===== src/rtl/addr_arbiter.sv =====
// addr_arbiter: lets two burst requesters share the one registered
// address/enable port of the RAM-side delay stage.
// A burst is granted whole, then one consecutive address is issued per
// cycle with e_out high. Every burst is followed by at least one cycle
// with e_out low before the next grant can be made.
// Optional build macro ADDR_ARB_FIXED_PRIO_EN: when defined, port 0 always
// wins a tie. When undefined (the default), ties are shared round-robin.
//
// state | meaning
// IDLE  | no burst running; arbitrates unless the post-burst gap flag is set
// BURST | issuing beats 2..len+1 of the granted burst

module addr_arbiter #(
    parameter int ADDR_WIDTH = 11,
    parameter int LEN_WIDTH  = 8
) (
    input  logic                  pll_clock,
    input  logic                  reset_n,
    input  logic                  req0,
    input  logic [ADDR_WIDTH-1:0] addr0,
    input  logic [LEN_WIDTH-1:0]  len0,
    output logic                  gnt0,
    output logic                  done0,
    input  logic                  req1,
    input  logic [ADDR_WIDTH-1:0] addr1,
    input  logic [LEN_WIDTH-1:0]  len1,
    output logic                  gnt1,
    output logic                  done1,
    output logic [ADDR_WIDTH-1:0] addr_out,
    output logic                  e_out,
    output logic                  busy
);

    typedef enum logic {IDLE, BURST} state_t;

    state_t                 state;
    logic                   gap;          // set on the last beat; forces one idle cycle
    logic                   last_served;  // port granted most recently
    logic                   owner;        // port owning the burst in flight
    logic [LEN_WIDTH-1:0]   remaining;    // beats still to issue after the current one
    logic                   win;
    logic [LEN_WIDTH-1:0]   win_len;

    // Pick the winner among the current requests
    always_comb begin
        win = 1'b0;
        if (req0 && req1) begin
`ifdef ADDR_ARB_FIXED_PRIO_EN
            win = 1'b0;
`else
            win = ~last_served;
`endif
        end else if (req1) begin
            win = 1'b1;
        end
        win_len = win ? len1 : len0;
    end

    // Burst FSM with all outputs registered
    always_ff @(posedge pll_clock or negedge reset_n) begin
        if (!reset_n) begin
            state       <= IDLE;
            gap         <= 1'b0;
            last_served <= 1'b1;
            owner       <= 1'b0;
            remaining   <= '0;
            addr_out    <= '0;
            e_out       <= 1'b0;
            busy        <= 1'b0;
            gnt0        <= 1'b0;
            gnt1        <= 1'b0;
            done0       <= 1'b0;
            done1       <= 1'b0;
        end else begin
            gnt0  <= 1'b0;
            gnt1  <= 1'b0;
            done0 <= 1'b0;
            done1 <= 1'b0;
            case (state)
                IDLE: begin
                    if (gap) begin
                        // Mandatory idle cycle after a burst; requests are ignored here
                        e_out <= 1'b0;
                        busy  <= 1'b0;
                        gap   <= 1'b0;
                    end else if (req0 || req1) begin
                        owner       <= win;
                        last_served <= win;
                        gnt0        <= ~win;
                        gnt1        <= win;
                        addr_out    <= win ? addr1 : addr0;
                        e_out       <= 1'b1;
                        busy        <= 1'b1;
                        remaining   <= win_len;
                        if (win_len == '0) begin
                            done0 <= ~win;
                            done1 <= win;
                            gap   <= 1'b1;
                        end else begin
                            state <= BURST;
                        end
                    end else begin
                        e_out <= 1'b0;
                        busy  <= 1'b0;
                    end
                end
                BURST: begin
                    // Address wraps naturally at the top of the address space
                    addr_out  <= addr_out + 1'b1;
                    e_out     <= 1'b1;
                    remaining <= remaining - 1'b1;
                    if (remaining == LEN_WIDTH'(1)) begin
                        done0 <= ~owner;
                        done1 <= owner;
                        gap   <= 1'b1;
                        state <= IDLE;
                    end
                end
                default: state <= IDLE;
            endcase
        end
    end

endmodule


===== config.mk =====
export PLATFORM = sky130hd
export DESIGN_NAME = addr_arbiter
export DESIGN_NICKNAME = d
export VERILOG_FILES = /design/src/rtl/addr_arbiter.sv
export SDC_FILE = /design/constraint.sdc
export NUM_CORES = 1
export LEC_CHECK = 0
export BUFFER_PORTS_ARGS = -buffer_cell sky130_fd_sc_hd__buf_2
export CAP_MARGIN = 20
export CORE_MARGIN = 3
export CORE_UTILIZATION = 54
export DETAILED_ROUTE_END_ITERATION = 6
export PLACE_DENSITY_LB_ADDON = 0.2
export SLEW_MARGIN = 20
export SYNTH_ARGS = -nofsm -noshare
export SYNTH_HDL_FRONTEND = slang
export SYNTH_SLANG_ARGS = --single-unit

===== constraint.sdc =====
create_clock -name pll_clock -period 4.1 [get_ports pll_clock]
set_input_delay 0.41 -clock pll_clock [delete_from_list [all_inputs] [get_ports pll_clock]]
set_output_delay 0.41 -clock pll_clock [all_outputs]
set_load 0.01 [all_outputs]

==> run metrics <==
largest driver fanout on the critical path=24; RSZ-0062 raised after global routing=no; initial cell density of the core=57.20%; fin nets=281; EDFF count, synth=0; Data required, critical path=4.31 ns; ranking of synthesized cells by area=dfrtp_1 (40%), a211oi_1 (5.5%), mux2i_1 (4.0%); total grt overflow=0; Distinct cells, synth=44; min cycle time layout=2.225 ns; critical path class=reg2reg; Synth warnings=0; diode count=0; number of CTS-inserted buffers=5; Sink Count=29; sequential cell area fraction in the yosys report=41.29%; H-tree depth=2; # DRC=0; Clock transition at path regs=0.11 ns; Reg2Reg Setup Slack=1.87 ns; clk buf depth=2; clk_lat worst skew=0.34 ns; Max Slew Vio Count=0; final setup fails=0; number of global-route vias before repair=1397; Via-to-Cell Ratio=5.662; largest net degree at the start of global routing=32; status=finished, final reports clean; Area Overhead vs Synth=18.98%; post-DP HPWL=2.953 mm; Worst EP arrival=2.43 ns; clock tree from TritonCTS=built; Hold Fails Final Rpt=0; Cell Area, Synth=0.001760 sq mm; Worst-Margin Slew=0.8936 ns; Setup crit start kind=register; worst vdd ir=0.2180 mV; Buf/Inv on CP=1; drt wl/cell=14.64 um; Antenna Violating Nets Remaining=0; row count=20; number of max-cap violations=0; Leak=0.9011 nW; via count=1591; post-cts resize count=0; R2R depth=4; CP endpoint kind=register; Post-synth top cells=dfrtp_1 (28), nand2_1 (16), a211oi_1 (13); CP Cell Sequence=inv_1 > nand2_1 > a211oi_1 > a311oi_2; Synth top area share=39.80%; port buffer count=58; mean post-synth cell area=9.673 sq um; Die Span Y=63.10 um; Initial DRC Count=66; # fillers=261; RD Place Congestion=0.7975; Pre-antenna DRT Iters=4; Critical-path top delay cell=dfrtp_1; upper clock frequency limit=449.4 MHz; Reg-to-Reg End=addr_out[7]; layout cells sized above 1=33.76%; Syn Inst Count=182; Core Area=0.003078 sq mm; Post-Layout Cell Count=281; Main synth FF type=dfrtp_1; Max stage delay on crit path=0.60 ns; gr usage total=21.25%; post-synth top area cell=dfrtp_1; top-count cell post-synth=dfrtp_1; antenna violations before repair=0; critical path's top delay family=flip-flops; Slew headroom=40.28%; first-pass GRT wire length=6.693 mm; Reg-to-Reg Start=state; buffer count from post-CTS setup fixing=0; dpl cells=273; TNS Setup=0 ns; Power Density=260.6 mW/mm^2; routed wire length=4.114 mm; #FFs+latches synth=29; Die W=63.10 um; Worst path depth=4; fraction of the cycle the final worst path needs=54.27%; Post-Syn Nets=227; type of the tightest min-delay check=in2async; cts hold-fix bufs=0; Post-synth ARST share=100.0%; CTS Root Cell=clkbuf_4; Clock Skew=0.01651 ns; die area=0.003981 sq mm; I/O pin cnt=59
cell usage in the layout, fill, tap and decap left out, types with 2 or more instances in the layout:
| cell type | synthesis | layout |
|---|---|---|
| a211oi_1 | 13 | 13 |
| clkbuf_4 | 0 | 5 |
| a21o_1 | 3 | 3 |
| ha_1 | 3 | 3 |
| o22ai_1 | 10 | 10 |
| a311oi_1 | 2 | 2 |
| o41ai_2 | 2 | 2 |
| o21ai_0 | 12 | 12 |
| nand3_1 | 8 | 8 |
| nor2_1 | 8 | 8 |
| mux2i_1 | 7 | 7 |
| and3_1 | 2 | 2 |
| inv_1 | 4 | 4 |
| buf_2 | 2 | 58 |
| nor3_1 | 6 | 6 |
| dfrtp_1 | 28 | 28 |
| xor2_1 | 2 | 2 |
| nand4_1 | 2 | 2 |
| nor4_1 | 6 | 6 |
| xnor2_1 | 4 | 4 |
| clkinv_2 | 0 | 2 |
| nand2_1 | 16 | 16 |
| mux2_2 | 4 | 4 |
| nor2b_1 | 9 | 9 |
| a21oi_1 | 2 | 2 |
routing by layer:
metal | track usage [%] | wire [um] | up-vias
met2 | 32.94 | 1926 | 49
met5 | 0 | 0 | -
met4 | 6.612 | 44 | 0
li1 | - | - | 794
met3 | 5.704 | 233 | 6
met1 | 28.93 | 1909 | 742
flip-flops by register name (all words and copies together) (netlist names):
register	flops
last_served	1
gnt1	1
done1	1
e_out	1
busy	1
gap	1
state	1
owner	1
remaining	8
gnt0	1
addr_out	11
done0	1
area by class of cell:
| type | instances | area [sq um] | area share [%] |
|---|---|---|---|
| clock inverters | 3 | 17.52 | 0.8363 |
| repair buffers | 58 | 290.3 | 13.86 |
| multi-input cells | 138 | 952.2 | 45.46 |
| inverters | 4 | 15.01 | 0.7168 |
| well taps | 44 | 55.05 | 2.628 |
| clock buffers | 5 | 37.54 | 1.792 |
| flip-flops and latches | 29 | 726.9 | 34.71 |
worst max path at each step:
stage,start,endpoint,slack (ns)
final,state,addr_out[7],1.87
after global placement,state,addr_out[7],2.03
after global routing,state,addr_out[7],1.64
after CTS,state,addr_out[7],1.89
after floorplan,req1,addr_out[4],2.73
after detailed placement,state,addr_out[7],1.91
power breakdown:
group / internal (W) / switching [W]
clock: 0.0000645 / 0.000109
combinational: 0.0000345 / 0.0000347
sequential: 0.000293 / 0.0000104
stage by stage:
stage / setup slack [ns] / power, W / utilization [%] / hold slack (ns) / area, sq um
6_report: 1.875 / 0.0005458 / 68.05 / 0.07822 / 2095
5_1_grt: 1.639 / 0.0005704 / 68.05 / 0.1019 / 2095
4_1_cts: 1.889 / 0.0005489 / 68.05 / 0.09611 / 2095
3_5_place_dp: 1.913 / 0.0003790 / 66.26 / 0.4662 / 2039
3_3_place_gp: 2.032 / 0.0003777 / 66.26 / 0.4638 / 2039
2_1_floorplan: 2.728 / 0.0003435 / - / 0.1144 / 1760
kinds of logic (layout without fill, tap and decap cells):
group	count (synthesis)	after routing	share of synthesized area, %
fa+ha+maj	3	3	2.132
flops	29	29	41.29
buf+inv	15	70	4.619
compound gates	55	55	24.24
xor+xnor	6	6	2.985
mux	11	11	6.539
simple gates	63	63	18.20
No activity file was read; power rests on OpenSTA's default activity.
